## src/rtl/decap_packet_stream.sv

```systemverilog
// Reassembles one {addr, data} DFX word from a framed stream of Aurora beats
// and presents it on a valid/ready output, flagging malformed packet lengths.
module decap_packet_stream #(
    parameter int DATA_WIDTH        = 1024,
    parameter int ADDR_WIDTH        = 10,
    parameter int DATA_DFX_WIDTH    = DATA_WIDTH + ADDR_WIDTH,
    parameter int AURORA_DATA_WIDTH = 64,
    parameter int NUM_BEATS         =
        (DATA_DFX_WIDTH + AURORA_DATA_WIDTH - 1) / AURORA_DATA_WIDTH,
    parameter int CNT_WIDTH         = 16
) (
    input  logic                         clk,
    input  logic                         rst,
    input  logic [AURORA_DATA_WIDTH-1:0] data_in_dfx,
    input  logic                         in_valid,
    input  logic                         in_last,
    output logic                         in_ready,
    output logic [DATA_DFX_WIDTH-1:0]    data_dfx_recv,
    output logic                         valid_dfx_data,
    input  logic                         rd_output_port_0,
    output logic                         done_decap_pkt,
    output logic                         err_len,
    output logic [CNT_WIDTH-1:0]         pkt_cnt
);

    localparam int BW = $clog2(NUM_BEATS);
    localparam int AS = NUM_BEATS * AURORA_DATA_WIDTH;

    typedef enum logic [1:0] {IDLE, COLLECT, HOLD, DROP} state_t;

    state_t         state;
    logic [BW-1:0]  cnt;
    logic [AS-1:0]  asm_q;
    logic [AS-1:0]  asm_next;
    logic           accept;
    logic           take;
    logic           last_beat;

    // While holding a word, a new beat may only enter as the old word leaves.
    assign in_ready  = (state == HOLD) ? rd_output_port_0 : 1'b1;
    assign accept    = in_valid & in_ready;
    assign take      = valid_dfx_data & rd_output_port_0;
    assign last_beat = (cnt == BW'(NUM_BEATS - 1));

    always_comb begin
        asm_next = asm_q;
        asm_next[cnt*AURORA_DATA_WIDTH +: AURORA_DATA_WIDTH] = data_in_dfx;
    end

    always_ff @(posedge clk) begin
        if (rst) begin
            state          <= IDLE;
            cnt            <= '0;
            asm_q          <= '0;
            data_dfx_recv  <= '0;
            valid_dfx_data <= 1'b0;
            done_decap_pkt <= 1'b0;
            err_len        <= 1'b0;
            pkt_cnt        <= '0;
        end else begin
            done_decap_pkt <= 1'b0;
            err_len        <= 1'b0;
            if (take) begin
                valid_dfx_data <= 1'b0;
                state          <= IDLE;
            end
            if (accept) begin
                if (state == DROP) begin
                    if (in_last) begin
                        state <= IDLE;
                    end
                end else if (last_beat) begin
                    cnt   <= '0;
                    asm_q <= '0;
                    if (in_last) begin
                        data_dfx_recv  <= asm_next[DATA_DFX_WIDTH-1:0];
                        valid_dfx_data <= 1'b1;
                        done_decap_pkt <= 1'b1;
                        pkt_cnt        <= pkt_cnt + 1'b1;
                        state          <= HOLD;
                    end else begin
                        err_len <= 1'b1;
                        state   <= DROP;
                    end
                end else if (in_last) begin
                    err_len <= 1'b1;
                    cnt     <= '0;
                    asm_q   <= '0;
                    state   <= IDLE;
                end else begin
                    asm_q <= asm_next;
                    cnt   <= cnt + 1'b1;
                    state <= COLLECT;
                end
            end
        end
    end

endmodule

```

## config.mk

```make
export PLATFORM = sky130hd
export DESIGN_NAME = decap_packet_stream
export DESIGN_NICKNAME = d
export VERILOG_FILES = /design/src/rtl/decap_packet_stream.sv
export SDC_FILE = /design/constraint.sdc
export NUM_CORES = 2
export LEC_CHECK = 0
export CAP_MARGIN = 20
export CORE_AREA = 2 2 441 443
export DETAILED_ROUTE_END_ITERATION = 10
export DIE_AREA = 0 0 443 445
export SYNTH_ARGS = -nofsm -noshare
export SYNTH_HDL_FRONTEND = slang
export SYNTH_SLANG_ARGS = --single-unit
```

## constraint.sdc

```tcl
create_clock -name clk -period 4.55 [get_ports clk]
set_input_delay 0.6825 -clock clk [delete_from_list [all_inputs] [get_ports clk]]
set_output_delay 0.6825 -clock clk [all_outputs]
set_load 0.01 [all_outputs]
```

**After elaboration in Yosys (flattened, before gate mapping)**

Index checks and enable logic that the tools add are counted.

- Register bits after elaboration: 2148
- Input bits: 69
- Logic and storage cells: 46
- Output and inout port bits: 1054

- Shift-type cells: 2
- Muxes and demuxes: 21
- Reduce and logical (&&, ||, !) cells: 4
- Equal/unequal tests: 3
- $add $sub $neg: 3
- Bitwise operators: 5

Operators by type and width:

| operator | number |
|---|---|
| two-way mux 1088 bit | 2 |
| bitwise mux 1088 bit | 1 |
| variable shift 64 x 34 -> 1088 bit, first input constant | 1 |
| indexed part select 64 x 34 -> 1088 bit | 1 |
| negation 11 -> 34 bit | 1 |
| adder 16 x 1 -> 16 bit, second input constant | 1 |
| two-way mux 1 bit | 11 |
| two-way mux 2 bit | 5 |
| two-way mux 5 bit | 2 |
| adder 5 x 1 -> 5 bit, second input constant | 1 |
| equality test 5 bit, second input constant | 1 |
| equality test 2 bit, second input constant | 2 |
| AND reduction 4 bit | 1 |
| OR reduction 4 bit | 1 |
| inverter 1 bit | 3 |
| OR reduction 3 bit | 1 |
| bitwise AND 1 bit | 2 |
| AND reduction 2 bit | 1 |

**Longest topological paths before layout**

- Depth after elaboration: 6
- Depth in mapped cells: 17
- Gate-level depth less buffers: 11

**Least setup slack after synthesis**

No wires, ideal clock.

- Path type: reg-to-reg
- From: register cnt[0]
- To: register data_dfx_recv[614]
- Path buffers: 6
- Arrival time: 3.306 ns
- Clock period less this slack: 3.381 ns
- Setup slack: 1.169 ns
- Library setup time: 0.074 ns
- Required time: 4.476 ns
- Cell stages (with the launch flop): 17
- Path through: dfxtp_1 buf_6 clkbuf_1 inv_1 ha_1 buf_2 nand2b_1 nor2_1 ha_1 nor2b_1 a22o_1 buf_2 and2_1 buf_2 buf_1 nand2_1 a31oi_1

- Longest elaborated chain between the ends: 3
- Elaborated cells between the ends (all ways): 6
- Those cells by class: add/sub: 1; eq/ne: 1; shift: 2; mux: 1; reduce/logical: 1

Ends and longest elaborated chain:

| what | RTL line | text |
|---|---|---|
| start, declared | 32 | `logic [BW-1:0] cnt;` |
| start signal, assigned | 92 | `cnt <= cnt + 1'b1;` |
| negation 11 -> 34 bit | 47 | `asm_next[cnt*AURORA_DATA_WIDTH +: AURORA_DATA_WIDTH] = data_in_dfx;` |
| indexed part select 64 x 34 -> 1088 bit / variable shift 64 x 34 -> 1088 bit (equally long branches) | 47 |  |
| bitwise mux 1088 bit | 47 |  |
| end signal, assigned | 76 | `data_dfx_recv <= asm_next[DATA_DFX_WIDTH-1:0];` |
| end, declared | 18 | `output logic [DATA_DFX_WIDTH-1:0] data_dfx_recv,` |

Parallel ways exist; a longest one is shown, timed or not.
A chain may end at the register's enable or synchronous reset.

**Worst setup path after layout**

- From: register cnt[0]
- To: register asm_q[312]

- Longest elaborated chain between the ends: 5
- Elaborated cells between the ends (all ways): 7
- Those cells by class: add/sub: 1; eq/ne: 1; shift: 2; mux: 3

Ends and longest elaborated chain:

| what | RTL line | text |
|---|---|---|
| negation 11 -> 34 bit | 47 |  |
| indexed part select 64 x 34 -> 1088 bit / variable shift 64 x 34 -> 1088 bit (equally long branches) | 47 |  |
| bitwise mux 1088 bit | 47 |  |
| two-way mux 1088 bit | 85 | `end else if (in_last) begin` |
| two-way mux 1088 bit * | 72 | `end else if (last_beat) begin` |
| end signal, assigned | 91 | `asm_q <= asm_next;` |
| end, declared | 33 | `logic [AS-1:0] asm_q;` |

Mark *: on every way between the ends. The rest lies on a longest branch, timed or not.

==> tab_implementation.tex <==
\begin{tabular}{lr}
\hline
Metric & Value \\
\hline
\multicolumn{2}{l}{\textbf{Logic synthesis}} \\
\quad Post-synthesis area per instance & 9.24 um2 \\
\quad EDFF count, synth & 0 \\
\quad Synthesized Nets & 8393 \\
\quad Top FF cell, synth & sky130\_fd\_sc\_hd\_\_dfxtp\_1 \\
\quad Fraction of the yosys area taken by sequential cells & 54.5\% \\
\quad Total of warnings raised by yosys & 0 \\
\quad Share of flip-flops with an asynchronous set or reset & 0\% \\
\quad Number of library cell types mapped by synthesis & 68 \\
\quad Synthesized instance count & 8319 \\
\quad Post-Synthesis Cell Area & 76900 um2 \\
\quad Total of flip-flops plus latches after synthesis & 2094 \\
\multicolumn{2}{l}{\textbf{GRT}} \\
\quad Total global-route track usage & 34.8\% \\
\quad Overflow left after global routing & 0 \\
\quad Number of global-route vias before repair & 68000 \\
\quad Maximum number of pins on one net before global-route repair & 209 \\
\quad Antenna violations before repair & 11 \\
\quad Wire length of the first global-routing pass & 510 mm \\
\multicolumn{2}{l}{\textbf{Clocking}} \\
\quad Count of cells resized by post-cts repair & 0 \\
\quad Clock buffer count from CTS & 215 \\
\quad Clock tree from TritonCTS & done \\
\quad CTS Root Cell & sky130\_fd\_sc\_hd\_\_clkbuf\_16 \\
\quad Clock Sink Count & 2094 \\
\quad Clock latency at the later pin of the worst-skew pair & 890 ps \\
\quad Clock slew at the register clock pins of the worst setup and hold paths & 60 ps \\
\quad Buffers inserted during post-CTS setup optimization & 0 \\
\quad Depth of the CTS H-tree & 4 \\
\quad Cts-stage hold buffer count & 0 \\
\quad Longest Clk Path Bufs & 3 \\
\multicolumn{2}{l}{\textbf{Route}} \\
\quad Post-route ant nets & 0 \\
\quad Drt drc & 0 \\
\quad Via total after detailed routing & 72900 \\
\quad Detail-routed net length per standard cell & 30.7 um \\
\quad DR pass1 iterations & 8 \\
\quad DR vias/cell & 6.23 \\
\quad Number of DRC markers after the initial detailed-route iteration & 8462 \\
\quad Aggregate routed wire length & 360 mm \\
\multicolumn{2}{l}{\textbf{Final layout}} \\
\quad Post-route non-filler standard cell count & 11700 \\
\quad Relative area change from synthesis to final layout & 27.5\% \\
\quad Fraction of layout instances using a drive strength above 1 & 7.56\% \\
\quad Post-route cell area & 98000 um2 \\
\quad Nets & 9074 \\
\multicolumn{2}{l}{\textbf{Setup path}} \\
\quad FF-to-FF setup slack & 460 ps \\
\quad Endpoint class of the critical path & flop \\
\quad WS Path Type & flop to flop \\
\quad Critical register-to-register path startpoint & cnt[0] \\
\quad Worst path arrival time & 4880 ps \\
\quad Delay of the slowest cell on the worst path & 780 ps \\
\quad Launching element type of the critical path & flop \\
\quad Worst R2R Path Depth & 11 \\
\quad Slowest cell on the critical path & sky130\_fd\_sc\_hd\_\_buf\_4 \\
\quad Most used cell along the critical path & sky130\_fd\_sc\_hd\_\_ha\_1 \\
\quad Crit-path cells & inv\_1 > ha\_1 > nand2b\_1 > nor2\_1 > ha\_1 > nor2b\_1 > o2111ai\_1 > nor2\_4 > o21ai\_4 > buf\_4 > o2bb2ai\_1 \\
\quad Crit Path Max Fanout & 64 \\
\quad Critical path required time & 5340 ps \\
\quad Worst r2r dst & asm\_q[312] \\
\multicolumn{2}{l}{\textbf{Placement}} \\
\quad Routability cong. & 0.946 \\
\quad Count of buffers inserted at the top-level ports & 1122 \\
\quad Number of instances in the placed design & 11300 \\
\quad Final HPWL DP & 240 mm \\
\quad Total placed instance area & 90700 um2 \\
\multicolumn{2}{l}{\textbf{Timing}} \\
\quad Final hold violation count & 0 \\
\quad Upper clock frequency limit & 0.244 GHz \\
\quad Final critical path time including I/O delays and setup & 4090 ps \\
\quad Headroom to the max-slew limit & 18.3\% \\
\quad Transition at the pin with the smallest max-transition slack & 1220 ps \\
\quad Clock tree skew after final layout & 29.6 ps \\
\quad Final-layout worst hold slack & 423 ps \\
\quad Portion of the clock cycle consumed by the worst path in the final layout & 89.9\% \\
\quad RSZ-0062 raised after global routing & false \\
\quad Total negative slack for setup checks & 0 ps \\
\quad Number of pins exceeding their max-slew limit in the final report & 0 \\
\quad Number of endpoints failing setup at the final stage & 0 \\
\multicolumn{2}{l}{\textbf{Min path}} \\
\quad Endpoint of the worst hold-timing path & data\_dfx\_recv[86] \\
\quad Hold Path Class & input port to flop \\
\quad Hold Path Stages & 4 \\
\quad Startpoint of the lowest-slack hold path & rst \\
\multicolumn{2}{l}{\textbf{Floorplanning}} \\
\quad Row count & 161 \\
\quad Top Ports & 1123 \\
\quad Die Wd & 443 um \\
\quad Area of the core region & 192000 um2 \\
\quad Height of the die & 445 um \\
\quad Initial core utilization & 40.0\% \\
\quad Area of the die & 197000 um2 \\
\multicolumn{2}{l}{\textbf{Power and ir drop}} \\
\quad Worst-case vdd ir drop & 0.000339 V \\
\quad Static power due to leakage & 0.0320 uW \\
\quad Power density cells & 390 nW/um2 \\
\multicolumn{2}{l}{\textbf{Outcome}} \\
\quad Outcome & finished clean \\
\multicolumn{2}{l}{\textbf{Job}} \\
\quad Max-cap check violation count & 0 \\
\hline
\end{tabular}
==> final cells by class <==
cell class	instances	area [um2]
Inverter	29	116
Multi-Input combinational cell	5278	31600
Fill cell	17600	93900
Clock buffer	314	6270
Sequential cell	2094	41900
Antenna cell	8	20.0
Timing Repair Buffer	1382	14000
Clock inverter	80	958
Tap cell	2526	3160
==> cell usage after synthesis (all sizes together), types with 53 or more instances <==
| cell | count | area share [%] |
|---|---|---|
| a211oi | 335 | 3.3 |
| a32oi | 87 | 0.99 |
| a22oi | 61 | 0.60 |
| clkbuf | 707 | 3.5 |
| o21ai | 983 | 6.4 |
| dfxtp | 2094 | 55 |
| nand3 | 359 | 2.3 |
| o2bb2ai | 791 | 9.0 |
| a31oi | 438 | 3.6 |
| buf | 211 | 1.4 |
| nor2b | 53 | 0.43 |
| a22o | 90 | 1.0 |
| a21oi | 95 | 0.65 |
| nor3 | 392 | 2.6 |
| nor2 | 257 | 1.3 |
| o22ai | 75 | 0.61 |
| nand2 | 1021 | 5.0 |
==> power breakdown <==
part / switching (uW) / internal (uW) / leakage (uW)
registers: 11.0 / 18300 / 0.0169
logic: 1360 / 293 / 0.0116
clock network: 7800 / 10400 / 0.00356
==> critical path, delay by kind of cell, from the launching register on <==
kind | cells | cell delay [ps]
adder cells (fa/ha/maj) | 2 | 940
AND/OR/NAND/NOR | 4 | 750
AO/OA/AOI/OAI | 3 | 960
flip-flops | 1 | 310
buffers and inverters | 2 | 870
==> state kept, by name, summed over array words and instances (netlist names) <==
name and cells:
asm_q 1034, data_dfx_recv 1034, pkt_cnt 16, cnt 5, state 2, done_decap_pkt 1
err_len 1, valid_dfx_data 1
==> cell families after synthesis <==
family | synth area share [%]
AOI/OAI and AO/OA | 27.6
DFF | 54.5
and+or+nand+nor | 12.4
adders and majority gates | 0.0814
muxes | 0.182
buffers and inverters | 4.97
xor gates and xnor gates | 0.216
==> placed cells by master (no fill, tap or decap), types with 8 or more instances in the layout <==
cell type / netlist / routed
sky130_fd_sc_hd__inv_1: 29 / 27
sky130_fd_sc_hd__nor2_1: 256 / 247
sky130_fd_sc_hd__bufinv_16: 0 / 15
sky130_fd_sc_hd__mux2i_1: 14 / 14
sky130_fd_sc_hd__nand4_1: 41 / 41
sky130_fd_sc_hd__clkbuf_8: 0 / 49
sky130_fd_sc_hd__a211oi_1: 335 / 335
sky130_fd_sc_hd__a221o_1: 28 / 28
sky130_fd_sc_hd__a32oi_1: 87 / 87
sky130_fd_sc_hd__nor2b_1: 53 / 51
sky130_fd_sc_hd__and2_1: 10 / 8
sky130_fd_sc_hd__nand3_1: 359 / 353
sky130_fd_sc_hd__nor3_1: 388 / 384
sky130_fd_sc_hd__clkbuf_16: 0 / 219
sky130_fd_sc_hd__clkdlybuf4s50_1: 0 / 1121
sky130_fd_sc_hd__nand2_1: 1020 / 1008
sky130_fd_sc_hd__clkbuf_1: 706 / 49
sky130_fd_sc_hd__o22ai_1: 75 / 75
sky130_fd_sc_hd__o21ai_4: 0 / 11
sky130_fd_sc_hd__clkinv_2: 0 / 44
sky130_fd_sc_hd__a21oi_1: 91 / 89
sky130_fd_sc_hd__diode_2: 0 / 8
sky130_fd_sc_hd__a311oi_1: 26 / 26
sky130_fd_sc_hd__a22o_1: 90 / 90
sky130_fd_sc_hd__dfxtp_1: 2094 / 2094
sky130_fd_sc_hd__xnor2_1: 12 / 12
sky130_fd_sc_hd__a22oi_1: 61 / 61
sky130_fd_sc_hd__o21ai_1: 13 / 8
sky130_fd_sc_hd__a31oi_1: 438 / 438
sky130_fd_sc_hd__o2bb2ai_1: 791 / 791
sky130_fd_sc_hd__a32o_1: 26 / 26
sky130_fd_sc_hd__buf_12: 0 / 54
sky130_fd_sc_hd__o21ai_0: 965 / 964
sky130_fd_sc_hd__buf_4: 2 / 200
==> layer usage <==
layer	part of all wire [%]	track usage, %	vias up	wire length, um
met5	0.012	0	-	43
met3	9.6	7.94	703	34400
met2	42	50.4	3895	152000
met1	41	46.8	36200	148000
met4	7.0	21.7	6	25000
li1	-	-	32100	-
==> worst max path at each step <==
stage,from,end,slack (ps),cells past startpoint
after floorplan,cnt[0],data_dfx_recv[614],1170,16
after global placement,cnt[0],data_dfx_recv[184],670,12
after detailed placement,cnt[0],data_dfx_recv[173],560,12
after CTS,cnt[0],data_dfx_recv[173],540,12
after global routing,cnt[0],data_dfx_recv[184],210,12
final,cnt[0],asm_q[312],460,11
==> per-stage QoR <==
stage	total power, uW	setup WS, ps	util, %
6_report	38200	458	51.1
5_1_grt	39200	209	51.1
4_1_cts	38300	544	51.0
3_5_place_dp	20400	563	47.2
3_3_place_gp	20300	672	47.2
2_1_floorplan	19500	1170	-
Note: power is estimated with default switching activity, not from simulation.
